## config.mk

```make
export PLATFORM = sky130hd
export DESIGN_NAME = ps2_rx_fifo_flat
export DESIGN_NICKNAME = d
export VERILOG_FILES = /design/src/rtl/ps2_pkg.sv /design/src/rtl/ps2_rx_fifo_if.sv /design/src/rtl/ps2_rx_filt.sv /design/src/rtl/ps2_rx_fifo.sv /design/src/flat_wrapper.sv
export SDC_FILE = /design/constraint.sdc
export NUM_CORES = 1
export LEC_CHECK = 0
export CAP_MARGIN = 10
export CORE_MARGIN = 2
export CORE_UTILIZATION = 40
export CTS_BUF_LIST = sky130_fd_sc_hd__clkbuf_8 sky130_fd_sc_hd__clkbuf_16
export CTS_CLUSTER_DIAMETER = 50
export DETAILED_ROUTE_END_ITERATION = 8
export GPL_TIMING_DRIVEN = 0
export PLACE_DENSITY = 0.71
export SLEW_MARGIN = 20
export SYNTH_ARGS = -nofsm -noshare
export SYNTH_HDL_FRONTEND = slang
export SYNTH_SLANG_ARGS = --single-unit
```

## constraint.sdc

```tcl
create_clock -name clk_i -period 1.9 [get_ports clk_i]
set_clock_uncertainty 0.05 [all_clocks]
set_input_delay 0.57 -clock clk_i [delete_from_list [all_inputs] [get_ports clk_i]]
set_output_delay 0.57 -clock clk_i [all_outputs]
set_load 0.05 [all_outputs]
```

## src/rtl/ps2_pkg.sv

```systemverilog
// PS/2 receiver shared types and defaults.
// Holds the FSM state encoding, data width and default parameters.
package ps2_pkg;

    localparam int PS2_DATA_BITS = 8;

    localparam int DEF_FIFO_DEPTH  = 4;
    localparam int DEF_FILT_LEN    = 4;
    localparam int DEF_TIMEOUT_CYC = 20000;

    typedef enum logic [1:0] {
        ST_IDLE = 2'd0,
        ST_DATA = 2'd1,
        ST_PAR  = 2'd2,
        ST_STOP = 2'd3
    } ps2_state_e;

endpackage

```

## src/rtl/ps2_rx_fifo_if.sv

```systemverilog
// Read-side bus between the PS/2 receive FIFO and its register slave.
// master: FIFO side (drives head byte, valid, flags); slave: reader (pop, clear).
interface ps2_rx_fifo_if;
    import ps2_pkg::*;

    logic [PS2_DATA_BITS-1:0] dat_o;
    logic                     valid_o;
    logic                     par_err_o;
    logic                     frm_err_o;
    logic                     ovf_o;
    logic                     rd_en_i;
    logic                     clr_i;

    modport master (
        output dat_o, valid_o, par_err_o, frm_err_o, ovf_o,
        input  rd_en_i, clr_i
    );

    modport slave (
        input  dat_o, valid_o, par_err_o, frm_err_o, ovf_o,
        output rd_en_i, clr_i
    );

endinterface

```

## src/rtl/ps2_rx_filt.sv

```systemverilog
// PS/2 pad conditioning: 2-FF synchronizers, clock deglitch filter, fall pulse.
// Ports: clk_i/rst_n_i, raw ps2_clk_i/ps2_dat_i in; clk_f_o, dat_s_o, fall_o out.
module ps2_rx_filt
    import ps2_pkg::*;
#(
    parameter int FILT_LEN = DEF_FILT_LEN
) (
    input  logic clk_i,
    input  logic rst_n_i,
    input  logic ps2_clk_i,
    input  logic ps2_dat_i,
    output logic clk_f_o,
    output logic dat_s_o,
    output logic fall_o
);

    localparam int CW = (FILT_LEN > 2) ? $clog2(FILT_LEN) : 1;
    localparam logic [CW-1:0] CNT_MAX = CW'(FILT_LEN - 1);

    logic [1:0]    clk_sync_q, clk_sync_d;
    logic [1:0]    dat_sync_q, dat_sync_d;
    logic [CW-1:0] cnt_q, cnt_d;
    logic          clk_f_q, clk_f_d;
    logic          clk_f_dly_q, clk_f_dly_d;
    logic          fall_q, fall_d;

    always_comb begin
        clk_sync_d  = {clk_sync_q[0], ps2_clk_i};
        dat_sync_d  = {dat_sync_q[0], ps2_dat_i};
        clk_f_d     = clk_f_q;
        cnt_d       = '0;
        // Count consecutive samples disagreeing with the filtered level.
        if (clk_sync_q[1] != clk_f_q) begin
            if (cnt_q == CNT_MAX) begin
                clk_f_d = clk_sync_q[1];
            end else begin
                cnt_d = cnt_q + 1'b1;
            end
        end
        clk_f_dly_d = clk_f_q;
        fall_d      = clk_f_dly_q & ~clk_f_q;
    end

    always_ff @(posedge clk_i or negedge rst_n_i) begin
        if (!rst_n_i) begin
            clk_sync_q  <= 2'b11;
            dat_sync_q  <= 2'b11;
            cnt_q       <= '0;
            clk_f_q     <= 1'b1;
            clk_f_dly_q <= 1'b1;
            fall_q      <= 1'b0;
        end else begin
            clk_sync_q  <= clk_sync_d;
            dat_sync_q  <= dat_sync_d;
            cnt_q       <= cnt_d;
            clk_f_q     <= clk_f_d;
            clk_f_dly_q <= clk_f_dly_d;
            fall_q      <= fall_d;
        end
    end

    assign clk_f_o = clk_f_q;
    assign dat_s_o = dat_sync_q[1];
    assign fall_o  = fall_q;

endmodule

```

## src/rtl/ps2_rx_fifo.sv

```systemverilog
// PS/2 device-to-host receiver: frame decoder, timeout, sticky flags, show-ahead FIFO.
// Ports: clk_i, rst_n_i, raw ps2_clk_i/ps2_dat_i, en_i; bus (master) to register slave.
module ps2_rx_fifo
    import ps2_pkg::*;
#(
    parameter int FIFO_DEPTH  = DEF_FIFO_DEPTH,
    parameter int FILT_LEN    = DEF_FILT_LEN,
    parameter int TIMEOUT_CYC = DEF_TIMEOUT_CYC
) (
    input  logic clk_i,
    input  logic rst_n_i,
    input  logic ps2_clk_i,
    input  logic ps2_dat_i,
    input  logic en_i,
    ps2_rx_fifo_if.master bus
);

    localparam int AW = $clog2(FIFO_DEPTH);
    localparam int TW = $clog2(TIMEOUT_CYC);
    localparam int BW = $clog2(PS2_DATA_BITS);
    localparam logic [TW-1:0] TMO_MAX = TW'(TIMEOUT_CYC - 1);
    localparam logic [BW-1:0] BIT_MAX = BW'(PS2_DATA_BITS - 1);
    localparam logic [AW:0]   CNT_FULL = (AW + 1)'(FIFO_DEPTH);

    typedef logic [PS2_DATA_BITS-1:0] byte_t;

    logic unused_clk_f;
    logic dat_s;
    logic fall;

    ps2_rx_filt #(
        .FILT_LEN (FILT_LEN)
    ) u_filt (
        .clk_i     (clk_i),
        .rst_n_i   (rst_n_i),
        .ps2_clk_i (ps2_clk_i),
        .ps2_dat_i (ps2_dat_i),
        .clk_f_o   (unused_clk_f),
        .dat_s_o   (dat_s),
        .fall_o    (fall)
    );

    ps2_state_e    state_q, state_d;
    logic [BW-1:0] bit_cnt_q, bit_cnt_d;
    byte_t         shreg_q, shreg_d;
    logic          par_ok_q, par_ok_d;
    logic [TW-1:0] tmo_q, tmo_d;
    logic          par_err_q, par_err_d;
    logic          frm_err_q, frm_err_d;
    logic          ovf_q, ovf_d;
    byte_t         mem_q [FIFO_DEPTH];
    byte_t         mem_d [FIFO_DEPTH];
    logic [AW-1:0] wptr_q, wptr_d;
    logic [AW-1:0] rptr_q, rptr_d;
    logic [AW:0]   cnt_q, cnt_d;

    logic push_req, push, pop, empty, full;
    logic frm_set, par_set, ovf_set;

    always_comb begin
        state_d   = state_q;
        bit_cnt_d = bit_cnt_q;
        shreg_d   = shreg_q;
        par_ok_d  = par_ok_q;
        tmo_d     = tmo_q;
        push_req  = 1'b0;
        frm_set   = 1'b0;
        par_set   = 1'b0;
        if (!en_i) begin
            state_d = ST_IDLE;
            tmo_d   = '0;
        end else if (fall) begin
            tmo_d = '0;
            unique case (state_q)
                ST_IDLE: begin
                    if (dat_s) begin
                        frm_set = 1'b1;
                    end else begin
                        state_d   = ST_DATA;
                        bit_cnt_d = '0;
                    end
                end
                ST_DATA: begin
                    // Shift right from the top so the byte lands LSB-first.
                    shreg_d   = {dat_s, shreg_q[PS2_DATA_BITS-1:1]};
                    bit_cnt_d = bit_cnt_q + 1'b1;
                    if (bit_cnt_q == BIT_MAX) begin
                        state_d = ST_PAR;
                    end
                end
                ST_PAR: begin
                    par_ok_d = ^{shreg_q, dat_s};
                    state_d  = ST_STOP;
                end
                ST_STOP: begin
                    state_d = ST_IDLE;
                    if (!dat_s) begin
                        frm_set = 1'b1;
                    end else if (!par_ok_q) begin
                        par_set = 1'b1;
                    end else begin
                        push_req = 1'b1;
                    end
                end
                default: state_d = ST_IDLE;
            endcase
        end else if (state_q != ST_IDLE) begin
            if (tmo_q == TMO_MAX) begin
                frm_set = 1'b1;
                state_d = ST_IDLE;
                tmo_d   = '0;
            end else begin
                tmo_d = tmo_q + 1'b1;
            end
        end
    end

    always_comb begin
        empty   = (cnt_q == '0);
        full    = (cnt_q == CNT_FULL);
        pop     = bus.rd_en_i & ~empty;
        // A simultaneous pop frees a slot, so a full FIFO still accepts.
        push    = push_req & (~full | pop);
        ovf_set = push_req & full & ~pop;
        mem_d   = mem_q;
        if (push) begin
            mem_d[wptr_q] = shreg_q;
        end
        wptr_d    = wptr_q + AW'(push);
        rptr_d    = rptr_q + AW'(pop);
        cnt_d     = cnt_q + (AW + 1)'(push) - (AW + 1)'(pop);
        // New error events win over a coincident clear.
        par_err_d = par_set | (par_err_q & ~bus.clr_i);
        frm_err_d = frm_set | (frm_err_q & ~bus.clr_i);
        ovf_d     = ovf_set | (ovf_q & ~bus.clr_i);
    end

    always_ff @(posedge clk_i or negedge rst_n_i) begin
        if (!rst_n_i) begin
            state_q   <= ST_IDLE;
            bit_cnt_q <= '0;
            shreg_q   <= '0;
            par_ok_q  <= 1'b0;
            tmo_q     <= '0;
            par_err_q <= 1'b0;
            frm_err_q <= 1'b0;
            ovf_q     <= 1'b0;
            mem_q     <= '{default: '0};
            wptr_q    <= '0;
            rptr_q    <= '0;
            cnt_q     <= '0;
        end else begin
            state_q   <= state_d;
            bit_cnt_q <= bit_cnt_d;
            shreg_q   <= shreg_d;
            par_ok_q  <= par_ok_d;
            tmo_q     <= tmo_d;
            par_err_q <= par_err_d;
            frm_err_q <= frm_err_d;
            ovf_q     <= ovf_d;
            mem_q     <= mem_d;
            wptr_q    <= wptr_d;
            rptr_q    <= rptr_d;
            cnt_q     <= cnt_d;
        end
    end

    assign bus.dat_o     = mem_q[rptr_q];
    assign bus.valid_o   = ~empty;
    assign bus.par_err_o = par_err_q;
    assign bus.frm_err_o = frm_err_q;
    assign bus.ovf_o     = ovf_q;

endmodule
```

## src/flat_wrapper.sv

```systemverilog
// flat-port wrapper written by rule: the top's interface ports become plain ports
module ps2_rx_fifo_flat import ps2_pkg::*;
#(
    parameter int FIFO_DEPTH  = DEF_FIFO_DEPTH,
    parameter int FILT_LEN    = DEF_FILT_LEN,
    parameter int TIMEOUT_CYC = DEF_TIMEOUT_CYC
)
  (clk_i, rst_n_i, ps2_clk_i, ps2_dat_i, en_i, bus_dat_o, bus_valid_o, bus_par_err_o, bus_frm_err_o, bus_ovf_o, bus_rd_en_i, bus_clr_i);
  ps2_rx_fifo_if bus_i ();
  input  logic clk_i;
  input  logic rst_n_i;
  input  logic ps2_clk_i;
  input  logic ps2_dat_i;
  input  logic en_i;
  output wire logic [$bits(bus_i.dat_o)-1:0] bus_dat_o;
  output wire logic [$bits(bus_i.valid_o)-1:0] bus_valid_o;
  output wire logic [$bits(bus_i.par_err_o)-1:0] bus_par_err_o;
  output wire logic [$bits(bus_i.frm_err_o)-1:0] bus_frm_err_o;
  output wire logic [$bits(bus_i.ovf_o)-1:0] bus_ovf_o;
  input wire logic [$bits(bus_i.rd_en_i)-1:0] bus_rd_en_i;
  input wire logic [$bits(bus_i.clr_i)-1:0] bus_clr_i;
  assign bus_dat_o = bus_i.dat_o;
  assign bus_valid_o = bus_i.valid_o;
  assign bus_par_err_o = bus_i.par_err_o;
  assign bus_frm_err_o = bus_i.frm_err_o;
  assign bus_ovf_o = bus_i.ovf_o;
  assign bus_i.rd_en_i = bus_rd_en_i;
  assign bus_i.clr_i = bus_clr_i;
  ps2_rx_fifo #(.FIFO_DEPTH(FIFO_DEPTH), .FILT_LEN(FILT_LEN), .TIMEOUT_CYC(TIMEOUT_CYC)) u_core (.clk_i(clk_i), .rst_n_i(rst_n_i), .ps2_clk_i(ps2_clk_i), .ps2_dat_i(ps2_dat_i), .en_i(en_i), .bus(bus_i));
endmodule
```

==> results of run 1 <==
[through the flow]
stage | TNS [ns] | setup slack (ns) | utilization, % | instance area (um2)
CTS | -3.144 | -0.3411 | 49.99 | 4380
global route | -4.611 | -0.3720 | 51.74 | 4534
finish | -2.807 | -0.3133 | 51.74 | 4534
detailed placement | -43.58 | -0.8723 | 45.67 | 4003
floorplan | -0.1680 | -0.1039 | - | 3662
global placement | -242.68 | -2.578 | 45.39 | 3978
[timing repair]
item                       4_1_cts  5_1_grt
cloned                           0        1
gates resized for setup         86       19
pin swaps                       10        5
setup buffers                   17        8
setup endpoints to repair       71       60
[cell type report]
class | instances | area, um2 | share of cell area, %
timing repair buffer | 45 | 454.2 | 10.02
buffer | 4 | 36.28 | 0.8002
clock inverter | 6 | 45.04 | 0.9934
tap | 108 | 135.1 | 2.980
clock buffer | 10 | 137.6 | 3.035
sequential | 80 | 2012 | 44.37
inverter | 7 | 26.28 | 0.5795
multi-input combinational | 179 | 1688 | 37.22
[metal layers]
layer | GRT usage [%] | share of wire [%] | vias to the layer above
li1 | - | - | 1093
met1 | 19.95 | 47 | 1176
met2 | 23.13 | 49 | 32
met3 | 2.600 | 2.5 | 10
met4 | 7.060 | 1.7 | 0
met5 | 0 | 0 | -
[layout by cell type, fill, tap and decap left out, drive strengths merged, types with 4 or more instances in the layout]
master and count:
mux4 8, mux2 42, nand2 15, inv 9
nor2 14, xnor2 11, or3 5, xor2 11
buf 38, nand3 10, o21ai 6, dfrtp 74
nand3b 4, nand4 4, ha 10, dfstp 6
clkbuf 13, nor3 4, a21oi 8
[registers in the layout (all words and copies together), names as in the netlist, 2 cells and up]
| signal | count |
|---|---|
| u_core.u_filt.clk_sync_q | 2 |
| u_core.cnt_q | 3 |
| u_core.shreg_q | 8 |
| u_core.bit_cnt_q | 3 |
| u_core.u_filt.cnt_q | 2 |
| u_core.rptr_q | 2 |
| u_core.mem_q | 32 |
| u_core.wptr_q | 2 |
| u_core.tmo_q | 15 |
| u_core.state_q | 2 |
| u_core.u_filt.dat_sync_q | 2 |
[worst min-delay path by stage]
stage                                     start                     endpoint  cells after the start
floorplan                               rst_n_i          u_core.bit_cnt_q[0]                      0
global placement    u_core.u_filt.clk_sync_q[0]  u_core.u_filt.clk_sync_q[1]                      0
detailed placement  u_core.u_filt.clk_sync_q[0]  u_core.u_filt.clk_sync_q[1]                      0
CTS                                     rst_n_i             u_core.mem_q[11]                      1
global route                            rst_n_i             u_core.mem_q[11]                      1
finish                                  rst_n_i             u_core.mem_q[11]                      1
[power breakdown]
| group | leakage [uW] | switching, uW | internal, uW |
|---|---|---|---|
| Clock | 0.0000903 | 621 | 514 |
| Sequential | 0.00108 | 192 | 1890 |
| Combinational | 0.000931 | 590 | 677 |
[logic make-up (layout without fill, tap and decap cells)]
family	count (synthesis)	in the layout	synth area share, %
flops	80	80	55.51
mux	50	50	18.04
buf+inv	13	72	1.417
fa+ha+maj	11	11	4.010
xor+xnor	23	23	5.945
compound gates	24	24	4.287
simple gates	71	71	10.78
==> impl_metrics.json, run 1 <==
{
  "yosys-top-cells-count": "dfrtp_1 (74), mux2_2 (42), nand2_1 (15), nor2_1 (14)",
  "r2r_slack_ns": -0.10,
  "synth_edf_count": 0,
  "p_per_area_nw_per_um2": 988.6,
  "area_growth_pct": 25.27,
  "synth_top_area_cell": "dfrtp_1",
  "yosysWarnings": 0,
  "initial_utilization_pct": 41.30,
  "avgSynthCellArea_um2": 13.31,
  "r2r-start": "u_core.state_q[0]",
  "crit_path_max_fanout": 5,
  "critical_path_class": "reg -> out",
  "required_ns": 1.28,
  "cts_tree": "done",
  "dp_hpwl_um": 4274,
  "synthTopCellsByArea": "dfrtp_1 (51%), mux2_2 (13%), mux4_2 (5.0%), dfstp_2 (4.4%), ha_1 (3.5%)",
  "setup_viol": 13,
  "gp_congestion": 0.7940,
  "min_path_type": "in -> async",
  "clockBufferDepth": 2,
  "crit_family": "multiplexers",
  "portBuffers": 18,
  "startpoint_type": "flip-flop",
  "maxSlewHeadroom_pct": 67.14,
  "rows": 34,
  "h-tree-depth": 3,
  "cp_slowest_cell": "mux4_2",
  "worstRegToRegCells": 6,
  "fillers": 721,
  "grt_pass1_wl_um": 11470,
  "endpoint": "bus_dat_o[4]",
  "yosys.cell_count.top_type": "dfrtp_1",
  "p_leak_uw": 0.002100,
  "root_buffer": "clkbuf_8",
  "numCtsBuffers": 9,
  "ys.flop_type": "dfrtp_1",
  "cts.sinks": 80,
  "vias_per_cell": 5.264,
  "drt_iter0_markers": 67,
  "fp.coreArea_um2": 8763,
  "synth.cell_area_um2": 3620,
  "wl_per_cell_um": 15.29,
  "vdd_drop_max_uv": 371.1,
  "synth_cell_types": 42,
  "period_share_pct": 116.5,
  "crit_buf_inv": 2,
  "synthCells": 272,
  "cp_cell_sequence": "clkbuf_16 > mux4_2 > buf_6",
  "gr-usage-all-layers_pct": 14.73,
  "dieArea_um2": 9826,
  "io_pins": 19,
  "tightest_slew_ns": 0.4948,
  "ant_nets": 0,
  "grt_max_degree": 53,
  "antenna_found_initial": 0,
  "status": "finished with violations",
  "drc": 0,
  "cap_violations": 0,
  "fin_nets": 344,
  "worst_slack_ns": -0.3133,
  "cp.depth": 3,
  "rr_endpoint": "u_core.tmo_q[13]",
  "die_h_um": 99.13,
  "rsz0062_at_grt": "true",
  "drv_slew": 0,
  "die_w_um": 99.13,
  "end_kind": "output pin",
  "startpoint": "u_core.rptr_q[0]",
  "critical_path_arrival_ns": 1.59,
  "syn-num-nets": 290,
  "period_needed_ns": 2.213,
  "grt_pass1_vias": 2386,
  "routed_wl_um": 6711,
  "diodes": 0,
  "place_inst": 399,
  "synth-seq-cells": 80,
  "hold_ws_ns": 0.08487,
  "finalHoldViolations": 0,
  "p_total_uw": 4483,
  "clkSlewWorstSetupHoldPaths_ns": 0.09,
  "violations": "negative setup slack",
  "overflow": 0,
  "fmax_mhz": 451.8,
  "vias": 2311,
  "dr.pass1.iters": 5,
  "synth_top_area_share_pct": 51.16,
  "drive_above_1_share_pct": 41.69,
  "crit_path_max_incr_delay_ns": 0.50,
  "cts_hold_buffers": 0,
  "finalNonFillerCells": 439,
  "clk_latency_ns": 0.35,
  "synthArstFlopShare_pct": 100.0,
  "yosysSeqAreaShare_pct": 55.51
}
No activity file was read; power rests on OpenSTA's default activity.
==> inputs of run 2 (changes only) <==
==> constraint.sdc (replaced) <==
create_clock -name clk_i -period 1.9 [get_ports clk_i]
set_clock_uncertainty 0.05 [all_clocks]
set_input_delay 0.38 -clock clk_i [delete_from_list [all_inputs] [get_ports clk_i]]
set_output_delay 0.38 -clock clk_i [all_outputs]
set_load 0.05 [all_outputs]
==> run 2 against run 1 <==
Against the previous run: the flow still finishes with violations (negative setup slack); setup slack better by 0.20 ns; combinational power down 7%; sequential share of layout area is 0.41 points higher.
==> impl_metrics.json, run 2 (synthesis gave the netlist of run 1 again) <==
{
  "dieArea_um2": 9826,
  "min_path_type": "reg -> reg",
  "p_switching_uw": 1439,
  "grt_pass1_vias": 2387,
  "numCtsBuffers": 9,
  "fp.coreArea_um2": 8763,
  "drive_above_1_share_pct": 41.34,
  "grt_pass1_wl_um": 11640,
  "io_pins": 19,
  "p_leak_uw": 0.002085,
  "diodes": 0,
  "clkPwrFrac_pct": 26.6,
  "period_share_pct": 106.2,
  "fillers": 755,
  "setup_viol": 11,
  "final_area_um2": 4493,
  "gr-usage-all-layers_pct": 14.98,
  "status": "finished with violations",
  "p_total_uw": 4431,
  "hold_ws_ns": 0.3089,
  "postLayoutCoreUtil_pct": 51.27,
  "required_ns": 1.47,
  "largestRegisters": "u_core.mem_q (32), u_core.tmo_q (15), u_core.shreg_q (8)",
  "final_cell_mix": "dfrtp_1 (72), mux2_2 (42), buf_4 (19), nor2_1 (14), buf_6 (14)",
  "end_kind": "output pin",
  "clk_latency_ns": 0.34,
  "multiInputGateArea_um2": 1689,
  "vdd_drop_max_uv": 387.6,
  "regArea_um2": 2012,
  "largest_reg_flops": 32,
  "die_w_um": 99.13,
  "area_growth_pct": 24.13,
  "combPwrFrac_pct": 26.7,
  "h-tree-depth": 3,
  "cts.sinks": 80,
  "layout_commonest_cell": "dfrtp_1",
  "violations": "negative setup slack",
  "drv_slew": 0,
  "portBuffers": 18,
  "drc": 0,
  "vias_per_cell": 5.245,
  "overflow": 0,
  "finalHoldViolations": 0,
  "vias": 2292,
  "worst_slack_ns": -0.1174,
  "fin_nets": 342,
  "dpl_worst_slack_ns": -0.7159,
  "rows": 34,
  "critical_path_class": "reg -> out",
  "drt_iter0_markers": 129,
  "grt_max_degree": 56,
  "dr.pass1.iters": 4,
  "antenna_found_initial": 0,
  "routed_wl_um": 6756,
  "initial_utilization_pct": 41.30,
  "largest-register": "u_core.mem_q",
  "placed_area_um2": 3996,
  "die_h_um": 99.13,
  "seq_power_share_pct": 46.8,
  "dp_hpwl_um": 4250,
  "startpoint_type": "flip-flop",
  "cap_violations": 0,
  "cts_tree": "done",
  "ant_nets": 0,
  "clockBufferDepth": 2,
  "maxSlewHeadroom_pct": 67.93,
  "p_per_area_nw_per_um2": 986.2,
  "period_needed_ns": 2.017,
  "switching_share_pct": 32.48,
  "tightest_slew_ns": 0.4830,
  "critical_path_arrival_ns": 1.59,
  "root_buffer": "clkbuf_8",
  "fmax_mhz": 495.7,
  "wl_per_cell_um": 15.46,
  "r2r_slack_ns": -0.11,
  "p_int_uw": 2992,
  "rsz0062_at_grt": "true",
  "clkSlewWorstSetupHoldPaths_ns": 0.09,
  "crit_path_max_fanout": 9,
  "gp_congestion": 0.7022
}
## run 2: per-layer routing
layer / routed length, um / vias to the layer above / GRT usage (%)
met5: 0 / - / 0
met2: 3275 / 25 / 22.87
met4: 105 / 0 / 6.322
met3: 135 / 10 / 2.178
met1: 3239 / 1176 / 21.58
li1: - / 1081 / -
## run 2: power groups by stage
stage | clock [uW] | combinational [uW] | sequential [uW]
detailed placement | 0 | 956 | 2060
finish | 1180 | 1180 | 2070
CTS | 1210 | 1110 | 2070
global route | 1280 | 1290 | 2100
global placement | 0 | 913 | 2050
floorplan | 0 | 696 | 2040
## run 2: final timing paths
path	from	depth (start not counted)	end
worst max register to register	u_core.state_q[1]	6	u_core.tmo_q[11]
worst min register to register	u_core.u_filt.clk_sync_q[0]	0	u_core.u_filt.clk_sync_q[1]
max in group asynchronous	rst_n_i	3	u_core.u_filt.clk_sync_q[0]
worst max-delay path	u_core.rptr_q[0]	3	bus_dat_o[6]
worst min-delay path	u_core.u_filt.clk_sync_q[0]	0	u_core.u_filt.clk_sync_q[1]
min in group asynchronous	rst_n_i	2	u_core.mem_q[19]
## run 2: cell type report
| type | count | share of cell area (%) |
|---|---|---|
| Tap cell | 108 | 3.008 |
| Sequential cell | 80 | 44.78 |
| Inverter | 7 | 0.5848 |
| Buffer | 4 | 0.8076 |
| Clock inverter | 7 | 1.365 |
| Timing Repair Buffer | 43 | 9.106 |
| Clock buffer | 9 | 2.757 |
| Multi-Input combinational cell | 179 | 37.59 |
## run 2: what timing repair did
item,in CTS,in global routing
gates resized for setup,88,13
endpoints found under the setup margin,60,59
gates cloned,0,0
hold buffers,1,0
buffers inserted,16,7
pin swaps,8,6
endpoints found under the hold margin,25,0
## run 2: per-stage QoR
step,instances,TNS [ns]
after floorplan,272,-0.1562
after global placement,398,-218.18
after detailed placement,399,-34.19
after CTS,430,-1.200
after global routing,437,-2.890
final,437,-1.088
## run 2: critical path, stage by stage, from the launching register on
cell and delay, ns:
dfrtp_1 0.38, buf_12 0.16, mux4_2 0.53, buf_6 0.17
==> inputs of run 3 (changes only) <==
Settings changed: ABC_AREA set to 1, DONT_BUFFER_PORTS set to 1, PLACE_DENSITY 0.71 to 0.68.
==> run 3 against run 2 <==
Against the previous run: largest power group is now combinational cells; core utilization down 2.5 points; clock power up 14%; sequential share of layout area down 2.2 points; highest routed layer unchanged; synthesized cell count up 69%; via count up 36%; first-iteration DRC count down 9.3%; sequential power up 6%; critical endpoint is now bus_dat_o[4]; final area up 5.2%; final cell count up 43%; critical path depth up 1; non-clock buffer count down 19; the run ends with negative hold slack, negative setup slack left.
==> impl_metrics.json, run 3 <==
{
  "cts_tree": "done",
  "cp_cell_sequence": "inv_4 > clkbuf_8 > nor2_1 > o22ai_4",
  "setup_viol": 6,
  "gp_congestion": 0.8352,
  "synth.mux.area_fraction_pct": 0.2844,
  "final_cell_mix": "nand2_1 (106), dfrtp_1 (72), inv_1 (50), nor2_1 (49), o21ai_1 (40)",
  "grt_pass1_vias": 3051,
  "finalHoldViolations": 80,
  "required_ns": 1.47,
  "synth_compound_area_share_pct": 11.44,
  "p_leak_uw": 0.002193,
  "largest-register": "u_core.mem_q",
  "rsz0062_at_grt": "true",
  "hold_ws_ns": -0.3515,
  "grt_max_degree": 81,
  "p_total_uw": 6333,
  "io_pins": 19,
  "synthArstFlopShare_pct": 100.0,
  "drive_above_1_share_pct": 20.08,
  "ys.flop_type": "dfrtp_1",
  "rr_endpoint": "u_core.cnt_q[2]",
  "gr-usage-all-layers_pct": 16.66,
  "dieArea_um2": 10710,
  "root_buffer": "clkbuf_8",
  "cp.depth": 4,
  "cap_violations": 0,
  "crit_path_max_incr_delay_ns": 0.45,
  "violations": "negative hold slack, negative setup slack",
  "fp.coreArea_um2": 9684,
  "synth_top_area_cell": "dfrtp_1",
  "synth-seq-cells": 80,
  "yosys-top-cells-count": "nand2_1 (107), dfrtp_1 (74), nor2_1 (56), inv_1 (53), o21ai_0 (30)",
  "cp_slowest_cell": "dfrtp_2",
  "startpoint_type": "flip-flop",
  "synth.cell_area_um2": 3960,
  "clk_latency_ns": 0.36,
  "synth-simple-area-share_pct": 24.36,
  "routed_wl_um": 8434,
  "layout_commonest_cell": "nand2_1",
  "vias": 3114,
  "dpl_worst_slack_ns": -0.3259,
  "place_inst": 593,
  "worst_slack_ns": -0.02254,
  "critical_path_class": "reg -> out",
  "vias_per_cell": 4.974,
  "tightest_slew_ns": 0.6265,
  "cts_hold_buffers": 2,
  "end_kind": "output pin",
  "critical_path_arrival_ns": 1.49,
  "clockBufferDepth": 2,
  "avgSynthCellArea_um2": 8.609,
  "fmax_mhz": 520.1,
  "synthAdderAreaFrac_pct": 3.665,
  "cts.sinks": 80,
  "synth_cell_types": 38,
  "synthTopCellsByArea": "dfrtp_1 (47%), nand2_1 (10%), nor2_1 (5.3%), inv_1 (5.0%), dfstp_2 (4.0%)",
  "synth_top_area_share_pct": 46.76,
  "grt_pass1_wl_um": 14590,
  "wl_per_cell_um": 13.47,
  "synth_xor_xnor_area_share_pct": 1.769,
  "crit_family": "flip-flops",
  "status": "finished with violations",
  "numCtsBuffers": 9,
  "synth_edf_count": 0,
  "antenna_found_initial": 0,
  "dr.pass1.iters": 4,
  "period_share_pct": 101.2,
  "drt_iter0_markers": 117,
  "syn-num-nets": 478,
  "ant_nets": 0,
  "p_per_area_nw_per_um2": 1340,
  "largestRegisters": "u_core.mem_q (32), u_core.tmo_q (15), u_core.shreg_q (8)",
  "crit_path_max_fanout": 5,
  "vdd_drop_max_uv": 596.8,
  "r2r_slack_ns": 0.03,
  "fin_nets": 506,
  "h-tree-depth": 3,
  "r2r-start": "u_core.cnt_q[1]",
  "die_h_um": 103.5,
  "worstRegToRegCells": 8,
  "yosys.cell_count.top_type": "nand2_1",
  "regArea_um2": 2012,
  "crit_buf_inv": 2,
  "min_path_type": "in -> async",
  "yosysWarnings": 0,
  "finalNonFillerCells": 626,
  "overflow": 0,
  "portBuffers": 0,
  "dp_hpwl_um": 5640,
  "fillers": 926,
  "yosysSeqAreaShare_pct": 50.74,
  "synthCells": 460,
  "drc": 0,
  "die_w_um": 103.5,
  "synth_top_family_by_area": "simple AND/OR/NAND/NOR gates",
  "rows": 36,
  "multiInputGateArea_um2": 1841,
  "drv_slew": 0,
  "startpoint": "u_core.rptr_q[0]",
  "area_growth_pct": 19.37,
  "diodes": 0,
  "clkSlewWorstSetupHoldPaths_ns": 0.09,
  "largest_reg_flops": 32,
  "maxSlewHeadroom_pct": 57.79,
  "period_needed_ns": 1.923,
  "initial_utilization_pct": 40.89,
  "endpoint": "bus_dat_o[4]"
}
-- run 3: changes by cell type after synthesis, sizes merged, moves of 10 or more --
| cell | delta |
|---|---|
| inv | +46 |
| mux2 | -41 |
| nand2 | +97 |
| nand3 | +11 |
| nor2 | +45 |
| o21ai | +57 |
| o22ai | +10 |
-- run 3: kinds of logic after synthesis --
family	after synthesis
and+or+nand+nor	212
xor gates and xnor gates	8
adders and majority gates	11
AOI/OAI and AO/OA	82
muxes	1
buffers and inverters	66
DFF	80
-- run 3: timing repair --
action                     CTS  global route
buffers inserted            12             4
hold endpoints to repair    82            80
cloned                       1             0
setup endpoints to repair   10            11
pin swaps                   10             9
resized for setup           44             6
-- run 3: cell type report --
cell class	count	area share, %
Clock buffer	11	3.203
Buffer	9	2.488
Tap cell	133	3.520
Clock inverter	5	1.350
Sequential cell	80	42.56
Multi-Input combinational cell	314	38.94
Timing Repair Buffer	19	3.335
Inverter	55	4.606
-- run 3: layer usage --
layer	vias up	wire length (um)	part of all wire (%)	global-route usage, %
li1	1545	-	-	-
met1	1501	3692	44	20.48
met2	55	4304	51	29.04
met3	13	295	3.5	3.902
met4	0	141	1.7	5.309
met5	-	0	0	0
-- run 3: where the power goes --
group	switching (uW)	internal [uW]	total, uW
sequential	242	1960	2200
combinational	1840	956	2790
clock	650	688	1340
-- run 3: how the worst min path moves through the flow --
stage,to,from,slack [ns]
3_5_place_dp,u_core.mem_q[24],rst_n_i,0.04
3_3_place_gp,u_core.mem_q[24],rst_n_i,0.04
6_report,u_core.mem_q[17],rst_n_i,-0.35
4_1_cts,u_core.mem_q[17],rst_n_i,-0.36
2_1_floorplan,u_core.bit_cnt_q[0],rst_n_i,0.03
5_1_grt,u_core.mem_q[17],rst_n_i,-0.38
-- run 3: worst reg2reg max path, delay by kind of cell, from the launching register on --
kind          cells  cell delay [ns]
xor+xnor          1             0.14
fa+ha+maj         2             0.48
flops             1             0.41
simple gates      5             0.67
-- run 3: through the flow --
stage	utilization [%]	cell area, um2	hold WS, ns	setup TNS (ns)
global placement	43.99	4260	0.03652	-2.317
floorplan	-	4094	0.03441	-0.1608
global route	48.81	4727	-0.3796	-0.5243
CTS	48.22	4669	-0.3628	-0.2074
detailed placement	43.99	4260	0.03625	-2.450
finish	48.81	4727	-0.3515	-0.08833
